==> config.mk <==
export PLATFORM = sky130hd
export DESIGN_NAME = fetch_decode
export DESIGN_NICKNAME = d
export VERILOG_FILES = /design/src/rtl/cpu_pkg.sv /design/src/rtl/instr_field_split.sv /design/src/rtl/fetch_decode.sv
export SDC_FILE = /design/constraint.sdc
export NUM_CORES = 1
export LEC_CHECK = 0
export CELL_PAD_IN_SITES_DETAIL_PLACEMENT = 2
export CELL_PAD_IN_SITES_GLOBAL_PLACEMENT = 2
export CORE_MARGIN = 5
export CORE_UTILIZATION = 22
export DETAILED_ROUTE_END_ITERATION = 10
export GPL_ROUTABILITY_DRIVEN = 0
export PLACE_DENSITY_LB_ADDON = 0.1
export SLEW_MARGIN = 10
export SYNTH_ARGS = -nofsm -noshare
export SYNTH_HDL_FRONTEND = slang
export SYNTH_SLANG_ARGS = --single-unit
export TNS_END_PERCENT = 10
==> constraint.sdc <==
create_clock -name clk -period 1.4 [get_ports clk]
set_input_delay 0.21 -clock clk [delete_from_list [all_inputs] [get_ports clk]]
set_output_delay 0.21 -clock clk [all_outputs]
set_load 0.01 [all_outputs]
==> src/rtl/cpu_pkg.sv <==
// Shared definitions for the 8-bit core front end: instruction field layout,
// type encodings and the fetch/decode state machine states.
package cpu_pkg;

    localparam logic [1:0] TYPE_LITERAL  = 2'b00;
    localparam logic [1:0] TYPE_REGISTER = 2'b01;
    localparam logic [3:0] HALT_OPCODE   = 4'hF;

    // Bit positions within the 16-bit instruction word
    localparam int unsigned OPC_MSB      = 15;
    localparam int unsigned OPC_LSB      = 12;
    localparam int unsigned TYPE_MSB     = 11;
    localparam int unsigned TYPE_LSB     = 10;
    localparam int unsigned RD_MSB       = 9;
    localparam int unsigned RD_LSB       = 8;
    localparam int unsigned LIT_MSB      = 7;
    localparam int unsigned LIT_LSB      = 0;
    localparam int unsigned RS_MSB       = 1;
    localparam int unsigned RS_LSB       = 0;
    localparam int unsigned RESERVED_BIT = 11;

    typedef enum logic [1:0] {
        IDLE,
        RUN,
        HALTED
    } state_t;

endpackage

==> src/rtl/instr_field_split.sv <==
// Combinational slicing of a 16-bit instruction word into its fields,
// plus detection of the halt opcode and the reserved instruction types.
module instr_field_split
    import cpu_pkg::*;
#(
    parameter logic [3:0] HALT_OPC = 4'hF
) (
    input  logic [15:0] instr,
    output logic [3:0]  opcode,
    output logic [1:0]  instr_type,
    output logic [1:0]  rd_addr,
    output logic [1:0]  rs_addr,
    output logic [7:0]  literal,
    output logic        is_halt,
    output logic        is_reserved
);

    always_comb begin
        opcode      = instr[OPC_MSB:OPC_LSB];
        instr_type  = instr[TYPE_MSB:TYPE_LSB];
        rd_addr     = instr[RD_MSB:RD_LSB];
        rs_addr     = instr[RS_MSB:RS_LSB];
        literal     = instr[LIT_MSB:LIT_LSB];
        is_halt     = (instr[OPC_MSB:OPC_LSB] == HALT_OPC);
        is_reserved = instr[RESERVED_BIT];
    end

endmodule

==> src/rtl/fetch_decode.sv <==
// Fetch/decode stage: owns the PC, registers decoded instruction fields and
// handles stall, branch redirect and halt.
module fetch_decode #(
    parameter int unsigned                 PC_WIDTH    = 8,
    parameter int unsigned                 INSTR_WIDTH = 16,
    parameter logic [PC_WIDTH-1:0]         RESET_PC    = '0,
    parameter logic [3:0]                  HALT_OPCODE = cpu_pkg::HALT_OPCODE
) (
    input  logic                   clk,
    input  logic                   rst,
    input  logic [INSTR_WIDTH-1:0] instr_in,
    input  logic                   instr_valid,
    input  logic                   stall,
    input  logic                   branch_taken,
    input  logic [PC_WIDTH-1:0]    branch_target,
    output logic [PC_WIDTH-1:0]    pc,
    output logic [3:0]             opcode,
    output logic [1:0]             instructionType,
    output logic [1:0]             rd_addr,
    output logic [1:0]             rs_addr,
    output logic [7:0]             literalOrAddress,
    output logic                   decode_valid,
    output logic                   illegal,
    output logic                   halted
);

    import cpu_pkg::*;

    state_t              state_q, state_d;
    logic [PC_WIDTH-1:0] pc_q, pc_d;
    logic [3:0]          opcode_q, opcode_d;
    logic [1:0]          type_q, type_d;
    logic [1:0]          rd_q, rd_d;
    logic [1:0]          rs_q, rs_d;
    logic [7:0]          lit_q, lit_d;
    logic                valid_q, valid_d;
    logic                illegal_q, illegal_d;
    logic                halted_q, halted_d;

    logic [3:0]          s_opcode;
    logic [1:0]          s_type, s_rd, s_rs;
    logic [7:0]          s_lit;
    logic                s_halt, s_reserved;

    instr_field_split #(
        .HALT_OPC (HALT_OPCODE)
    ) u_split (
        .instr       (instr_in[15:0]),
        .opcode      (s_opcode),
        .instr_type  (s_type),
        .rd_addr     (s_rd),
        .rs_addr     (s_rs),
        .literal     (s_lit),
        .is_halt     (s_halt),
        .is_reserved (s_reserved)
    );

    always_ff @(posedge clk) begin
        if (rst) begin
            state_q   <= IDLE;
            pc_q      <= RESET_PC;
            opcode_q  <= '0;
            type_q    <= '0;
            rd_q      <= '0;
            rs_q      <= '0;
            lit_q     <= '0;
            valid_q   <= 1'b0;
            illegal_q <= 1'b0;
            halted_q  <= 1'b0;
        end else begin
            state_q   <= state_d;
            pc_q      <= pc_d;
            opcode_q  <= opcode_d;
            type_q    <= type_d;
            rd_q      <= rd_d;
            rs_q      <= rs_d;
            lit_q     <= lit_d;
            valid_q   <= valid_d;
            illegal_q <= illegal_d;
            halted_q  <= halted_d;
        end
    end

    always_comb begin
        state_d   = state_q;
        pc_d      = pc_q;
        opcode_d  = opcode_q;
        type_d    = type_q;
        rd_d      = rd_q;
        rs_d      = rs_q;
        lit_d     = lit_q;
        valid_d   = valid_q;
        illegal_d = 1'b0;
        halted_d  = halted_q;

        unique case (state_q)
            IDLE: begin
                valid_d = 1'b0;
                state_d = RUN;
            end
            RUN: begin
                // Branch beats stall: a redirect discards whatever is on instr_in
                if (branch_taken) begin
                    pc_d    = branch_target;
                    valid_d = 1'b0;
                end else if (stall) begin
                    valid_d = valid_q;
                end else if (!instr_valid) begin
                    valid_d = 1'b0;
                end else begin
                    opcode_d = s_opcode;
                    type_d   = s_type;
                    rd_d     = s_rd;
                    rs_d     = s_rs;
                    lit_d    = s_lit;
                    if (s_halt) begin
                        valid_d  = 1'b0;
                        halted_d = 1'b1;
                        state_d  = HALTED;
                    end else if (s_reserved) begin
                        valid_d   = 1'b0;
                        illegal_d = 1'b1;
                        pc_d      = pc_q + PC_WIDTH'(1);
                    end else begin
                        valid_d = 1'b1;
                        pc_d    = pc_q + PC_WIDTH'(1);
                    end
                end
            end
            HALTED: begin
                valid_d = 1'b0;
            end
            default: begin
                state_d = IDLE;
                valid_d = 1'b0;
            end
        endcase
    end

    always_comb begin
        pc               = pc_q;
        opcode           = opcode_q;
        instructionType  = type_q;
        rd_addr          = rd_q;
        rs_addr          = rs_q;
        literalOrAddress = lit_q;
        decode_valid     = valid_q;
        illegal          = illegal_q;
        halted           = halted_q;
    end

endmodule

; Yosys cells after proc, flatten, opt, wreduce, memory -nomap -nowiden
; Cells that the tools add are included.
[classes]
n_eq_ne = 9
muxes = 13
reduce_logical = 8
add_sub_neg = 1
bitwise = 5
[ops]
columns = cell, n
row1 = two-way mux 8 bit, 4
row2 = inequality test 2 bit (second input constant), 5
row3 = AND reduction 5 bit, 2
row4 = adder 8 x 1 -> 8 bit (second input constant), 1
row5 = two-way mux 2 bit, 4
row6 = AND reduction 4 bit, 2
row7 = one-hot mux 2 bit (3 select lines), 1
row8 = OR reduction 6 bit, 1
row9 = inverter 1 bit, 5
row10 = == test 4 bit (second input constant), 1
row11 = two-way mux 1 bit, 4
row12 = OR reduction 3 bit, 1
row13 = == test 2 x 1 -> 1 bit (second input constant), 1
row14 = == test 2 bit (second input constant), 1
row15 = zero test 2 bit, 1
row16 = inequality test 2 x 1 -> 1 bit (second input constant), 1
row17 = nonzero test 2 bit, 1
[totals]
elab_cells = 46
out_inout_bits = 29
register_bits = 31

; Longest topological paths before layout
; Gate-level depths: netlist (run 1).
[logic_depth]
depth_word = 6
mapped_depth = 7
ltp_nobuf = 5

; By module
; From an unflattened synthesis (run 1), not the netlist that was laid out.
[unflattened]
hier_cells = 164
hier_area_um2 = 1481.4
[modules_own_cells]
columns = mod, area_per_inst_um2, seq_area_each_um2, n_inst, cells_per_inst
row1 = fetch_decode, 1330.0, 620.6, 1, 144
row2 = instr_field_split, 151.4, 0.0, 1, 20

; Worst setup path before layout (run 1)
; OpenSTA, ideal clock, no wires.
[synth_path]
path_kind = flip-flop to flip-flop
start = register pc_q[0], in the netlist pc[0]
end = register pc_q[6], in the netlist pc[6]
n_path_buf = 0
path_stages_with_launch = 6
t_arrival_ns = 1.240
setup_ns = 0.069
path_slack_ns = 0.091
cell_sequence = dfxtp_1 ha_1 nand3_1 o41ai_1 nand3_1 o21ai_1
[synth_between]
elab_chain_cells = 5
[synth_lines]
columns = item, line
row1 = start: declaration, fetch_decode.sv:30  ; logic [PC_WIDTH-1:0] pc_q, pc_d;
row2 = start signal: assignment, fetch_decode.sv:72  ; pc_q <= pc_d;
row3 = adder 8 x 1 -> 8 bit, "fetch_decode.sv:123, fetch_decode.sv:126"
row4 = two-way mux 8 bit, fetch_decode.sv:116  ; if (s_halt) begin
row5 = two-way mux 8 bit, fetch_decode.sv:108  ; end else if (!instr_valid) begin
row6 = two-way mux 8 bit, fetch_decode.sv:106  ; end else if (stall) begin
row7 = two-way mux 8 bit, fetch_decode.sv:103  ; if (branch_taken) begin
; No other way between the ends. The select of a mux whose other input is x is not followed.
; A chain may end at the register's enable or synchronous reset.

; Worst setup path after layout (run 1)
[layout_path]
start = register lit_q[7], in the netlist literalOrAddress[7]
end = output literalOrAddress[7]
[layout_lines]
columns = item, line
row1 = start: declaration, fetch_decode.sv:35  ; logic [7:0] lit_q, lit_d;
row2 = start signal: assignment, fetch_decode.sv:77  ; lit_q <= lit_d;
row3 = end: declaration, fetch_decode.sv:21  ; output logic [7:0] literalOrAddress,
; No word-level cell between the ends.

==> results.yml, run 1 <==
outcome:
  status: "finished, final reports clean"
cells_and_area:
  nets: 257
  syn_to_final_growth_pct: 66.0
  postLayoutCellArea_um2: 2210
  n_antenna_cell: 0
  final_cells: 303
  utilization_pct: 37.5
  drive_gt1_share_pct: 19.7
  fillCellCount: 684
clock_network:
  htree_num_levels: 2
  root_buffer: "clkbuf_8"
  post-cts-setup-buffer-count: 0
  cts_buffer_depth: 2
  cts_tree: "built"
  numCtsBuffers: 5
  clk_latency_ns: 0.28
  cts.reportedPaths.clkPinSlew_ns: 0.07
  cts.sinks: 29
  ctsHoldBuffers: 0
global_routing:
  overflow: 0
  gr-usage-all-layers_pct: 13.1
  grt_max_degree: 22
  grt_pass1_wl_um: 7810
  antenna_found_initial: 0
  grt_pass1_vias: 1626
detailed_routing:
  drt-total-wl_um: 4860
  ant_nets: 0
  wl_per_cell_um: 16.0
  drtIter0Drc: 13
  firstDrtPassIters: 2
  vias_per_cell: 4.63
  drc_errors: 0
  via_count: 1404
yosys:
  ys_warn_count: 0
  synth_top_area_share_pct: 43.6
  synth_area_leaders: "dfxtp_1 (44%), nand2_1 (13%), a21oi_1 (7.5%)"
  ys_seq_area_share_pct: 43.6
  syn-mean-instance-area_um2: 8.27
  synth_top_cell_by_area: "dfxtp_1"
  synth_edf_count: 0
  ys_ff_latch: 29
  syn_nets: 191
  synth_cells: 161
  yosysMostFrequentCell: "nand2_1"
  synth_common_cells: "nand2_1 (45), dfxtp_1 (29), a21oi_1 (20), a21oi_2 (5), nor2_1 (5)"
  ys.flop_type: "dfxtp_1"
  synth_cell_types: 37
  netlist_area_um2: 1330
  synthArstFlopShare_pct: 0
worst_setup_path:
  cp.buffers_inverters: 1
  crit_slowest_cell: "clkdlybuf4s50_1"
  worstSetupPathType: "reg -> out"
  cp-start-kind: "register"
  path_cells: "clkdlybuf4s50_1"
  timing.rr.start: "pc[1]$_SDFFE_PP0P_"
  cp.depth: 1
  cp.required_ns: 1.19
  reg2regPathDepth: 5
  worstSetupStartpoint: "literalOrAddress[7]$_SDFFE_PP0P_"
  crit_arrival_ns: 1.15
  crit_family: "buffers and inverters"
  worstSetupEndpointType: "output pin"
  path_max_fanout: 2
  cp_slowest_stage_delay_ns: 0.54
sta:
  timing.fmax_ghz: 0.736
  postLayoutSetupSlackWorst_ns: 0.0420
  slew_violations: 0
  max_slew_margin_pct: 79.7
  rsz0062_at_grt: "true"
  finClkSkew_ns: 0.00676
  worstMarginPinSlew_ns: 0.300
  hold_viol: 0
  fin_crit_sh_pct: 97.0
  finalSetupViolCount: 0
  hold_ws_ns: 0.319
  finalCriticalPeriod_ns: 1.36
placement:
  place_inst: 295
  port_buffers: 57
  dp_slack_ns: -0.347
  place_area_um2: 2050
  dpl.hpwl_um: 3710
power:
  power_leakage_nw: 1.10
  power_density_nw_per_um2: 847
  ir_drop_v: 0.000309
job:
  cap_violations: 0
floorplanning:
  initial_core_util_pct: 22.6
  die_h_um: 87.8
  ios: 58
  rows: 28
  dieArea_um2: 7710
  die_x_um: 87.8
  core_region_area_um2: 5890
worst_hold_path:
  hp-start: "branch_taken"
  hold_depth: 2
  hp-class: "in -> reg"
==> cell usage in the layout (no fill, tap or decap), types with 4 or more instances in the layout <==
master / n
nor2_1: 4
dfxtp_2: 8
a21oi_2: 6
dfxtp_1: 21
nand2_1: 45
o21ai_0: 4
dlymetal6s2s_1: 19
buf_4: 11
clkdlybuf4s50_1: 29
clkbuf_8: 5
a21oi_1: 19
dlygate4sd2_1: 9
==> worst paths after layout <==
kind | to | slack [ns]
worst max-delay path | literalOrAddress[7] | 0.04
worst min-delay path | decode_valid$_SDFFE_PP0N_ | 0.32
worst max register to register | pc[6]$_SDFFE_PP0P_ | 0.07
worst min register to register | state_q[0]$_SDFFE_PP0P_ | 0.44
==> stage by stage <==
stage / TNS [ns] / total power, mW
after global routing: -0.166 / 1.98
after global placement: -4.87 / 1.21
after detailed placement: -6.96 / 1.22
after CTS: -0.0787 / 1.90
final: 0 / 1.87
after floorplan: 0 / 1.02
==> cell type report <==
type | instances | area (um2) | area share, %
Multi-Input combinational cell | 118 | 694 | 31.4
Timing Repair Buffer | 71 | 741 | 33.5
Inverter | 2 | 7.51 | 0.340
Clock inverter | 2 | 10.0 | 0.453
Clock buffer | 6 | 72.6 | 3.28
Sequential cell | 29 | 591 | 26.7
Tap cell | 75 | 93.8 | 4.25
==> where the power goes <==
group          total (mW)  switching, mW  internal, mW
combinational       0.316          0.139         0.177
sequential          0.881         0.0278         0.853
clock               0.675          0.332         0.344
total                1.87          0.499          1.37
==> registers in the layout, summed over array words and instances, names as in the netlist <==
signal / flops
opcode: 4
literalOrAddress: 7
state_q: 2
decode_valid: 1
illegal: 1
rd_addr: 2
pc: 8
instructionType: 2
halted: 1
rs_addr: 1
==> timing repair <==
item,CTS,global route
endpoints found under the setup margin,18,41
gates resized for setup,16,28
pin swaps,2,3
==> metal layers <==
metal	part of all wire, %	track usage, %	up-vias
li1	-	-	692
met1	41	13.9	667
met2	53	24.6	39
met3	4.5	3.10	6
met4	1.3	5.16	0
met5	0	0	-
==> kinds of logic after synthesis <==
family,synth area share (%)
fa+ha+maj,0.940
flops,43.6
buf+inv,6.39
compound gates,22.6
simple gates,25.8
mux,0.752
Note: power is estimated with default switching activity, not from simulation.
==> inputs of run 2 (changes only) <==
Settings changed: CORE_UTILIZATION 22 to 24, REMOVE_ABC_BUFFERS set to 1, SLEW_MARGIN 10 to 15, SYNTH_HIERARCHICAL set to 1.
==> run 2 against run 1 <==
  * Cell count fell by 2.3%
  * Area after synthesis rose by 11%
  * Utilization rose by 2.1 points
  * Worst hold slack got worse by 0.055 ns
  * Register-to-register slack got worse by 0.08 ns
  * The flow now finishes with violations (negative setup slack)
==> results.yml, run 2 <==
clock_network:
  root_buffer: "clkbuf_8"
  cts_buffer_depth: 2
  cts.sinks: 31
  cts.reportedPaths.clkPinSlew_ns: 0.07
  numCtsBuffers: 5
  cts_tree: "built"
  ctsHoldBuffers: 0
  clk_latency_ns: 0.28
  htree_num_levels: 2
power:
  ir_drop_v: 0.000551
  power_density_nw_per_um2: 846
  power_leakage_nw: 1.24
yosys:
  ys_seq_area_share_pct: 41.9
  synth_edf_count: 0
  synth_cells: 164
  synth_cell_types: 36
  synth_top_cell_by_area: "dfxtp_1"
  synthArstFlopShare_pct: 0
  netlist_area_um2: 1480
  ys_ff_latch: 31
  yosysMostFrequentCell: "dfxtp_1"
  ys_warn_count: 6
  syn-mean-instance-area_um2: 9.03
  synth_common_cells: "dfxtp_1 (31), nor2_1 (26), buf_4 (23), mux2i_1 (19), nand2_1 (9)"
  synth_area_leaders: "dfxtp_1 (42%), mux2i_1 (13%), buf_4 (12%)"
  synth_top_area_share_pct: 41.9
  ys.flop_type: "dfxtp_1"
cells_and_area:
  postLayoutCellArea_um2: 2360
  final_cell_mix: "nor2_1 (26), dfxtp_1 (25), clkdlybuf4s50_1 (22), dlymetal6s2s_1 (20), mux2i_1 (17)"
  fillCellCount: 662
  drive_gt1_share_pct: 20.4
  final_common_cell: "nor2_1"
  syn_to_final_growth_pct: 59.4
  nets: 251
  n_antenna_cell: 0
sta:
  slew_violations: 0
  postLayoutSetupSlackWorst_ns: -0.0117
  max_slew_margin_pct: 76.3
  finClkSkew_ns: 0.00934
  fin_crit_sh_pct: 101
  finalSetupTns_ns: -0.0266
  hold_viol: 0
  finalCriticalPeriod_ns: 1.41
  worstMarginPinSlew_ns: 0.351
  timing.fmax_ghz: 0.708
  rsz0062_at_grt: "true"
  finalSetupViolCount: 3
floorplanning:
  dieArea_um2: 7840
  core_region_area_um2: 5960
  ios: 58
  die_x_um: 88.6
  die_h_um: 88.6
  rows: 28
  initial_core_util_pct: 24.9
worst_setup_path:
  reg2regPathDepth: 6
  crit_arrival_ns: 1.58
  worstSetupStartpoint: "state_q[1]$_SDFFE_PP0P_"
  timing.rr.start: "state_q[1]$_SDFFE_PP0P_"
  worstSetupPathType: "reg -> reg"
  cp-start-kind: "register"
  path_max_fanout: 5
  rrSetupSlack_ns: -0.01
  r2r-end: "literalOrAddress[4]$_SDFFE_PP0P_"
  cp.required_ns: 1.57
  worstSetupEndpointType: "register"
outcome:
  status: "finished with violations"
  violations: "negative setup slack"
worst_hold_path:
  hp-class: "in -> reg"
  hp-start: "instr_in[14]"
  whs_endpoint: "opcode[2]$_SDFFE_PP0P_"
  hold_depth: 3
detailed_routing:
  drc_errors: 0
  via_count: 1389
  vias_per_cell: 4.69
  ant_nets: 0
  drtIter0Drc: 25
  wl_per_cell_um: 17.3
  firstDrtPassIters: 4
  drt-total-wl_um: 5130
global_routing:
  grt_pass1_wl_um: 8110
  overflow: 0
  grt_max_degree: 13
  antenna_found_initial: 0
  grt_pass1_vias: 1590
  gr-usage-all-layers_pct: 13.5
placement:
  dpl.hpwl_um: 3610
  place_area_um2: 2090
  port_buffers: 57
job:
  cap_violations: 0
[run 2: cell count changes in the layout (fill, tap and decap cells not counted), sizes merged, moves of 6 or more]
cell	delta
buf	+6
mux2i	+18
nand2	-36
clkdlybuf4s50	-7
dlygate4sd2	+6
nor2	+21
a21oi	-17
[run 2: repair_timing]
action,4_1_cts,5_1_grt
resized for setup,30,31
gates cloned,2,0
pin swaps,5,7
endpoints found under the hold margin,0,0
buffers inserted,3,3
endpoints found under the setup margin,36,46
[run 2: logic make-up (layout without fill, tap and decap cells)]
group,Yosys count,in the layout,share of synthesized area [%]
fa+ha+maj,1,1,0.844
simple gates,55,55,18.2
mux,19,19,12.8
compound gates,29,29,12.9
flops,31,31,41.9
buf+inv,29,86,13.3
[run 2: per-layer routing]
metal / GRT usage [%] / up-vias / part of all wire [%]
met5: 0 / - / 0
met4: 3.71 / 0 / 0.70
met3: 4.47 / 5 / 6.1
met2: 24.4 / 31 / 54
met1: 15.2 / 686 / 39
li1: - / 667 / -
[run 2: how the worst max path moves through the flow]
stage                                       end  slack, ns  cells past startpoint
2_1_floorplan   instructionType[0]$_SDFFE_PP0P_      -0.57                      4
3_3_place_gp                 pc[5]$_SDFFE_PP0P_      -0.32                      6
3_5_place_dp                 pc[7]$_SDFFE_PP0P_      -0.42                      6
4_1_cts                      pc[0]$_SDFFE_PP0P_      -0.03                      6
5_1_grt                  opcode[1]$_SDFFE_PP0P_      -0.12                      5
6_report       literalOrAddress[4]$_SDFFE_PP0P_      -0.01                      6
[run 2: stage by stage]
step	hold WS (ns)	std cells	utilization (%)	total power, mW	setup WS [ns]
floorplan	0.279	137	-	1.05	-0.574
global placement	0.425	282	35.0	1.27	-0.316
detailed placement	0.452	282	35.0	1.28	-0.417
CTS	0.325	294	38.4	2.02	-0.0301
global route	0.283	296	39.6	2.10	-0.116
finish	0.264	296	39.6	2.00	-0.0117
[run 2: cell type report]
type,instances,area [um2],area share (%)
inverters,2,7.51,0.318
repair buffers,77,812,34.4
multi-input cells,104,732,31.0
clock buffers,6,82.6,3.50
clock inverters,1,5.00,0.212
flip-flops and latches,31,628,26.6
well taps,75,93.8,3.97
[run 2: power breakdown]
part / total [mW] / switching, mW / internal, mW
sequential: 0.942 / 0.0301 / 0.912
combinational: 0.338 / 0.145 / 0.193
clock: 0.716 / 0.331 / 0.385
total: 2.00 / 0.506 / 1.49
[run 2: worst max-delay path: stages, from the launching register on]
cell and delay, ns:
dfxtp_2 0.33, nand2b_4 0.16, nor3_4 0.27, buf_6 0.15, buf_16 0.11, mux2i_2 0.20, nor2_1 0.07
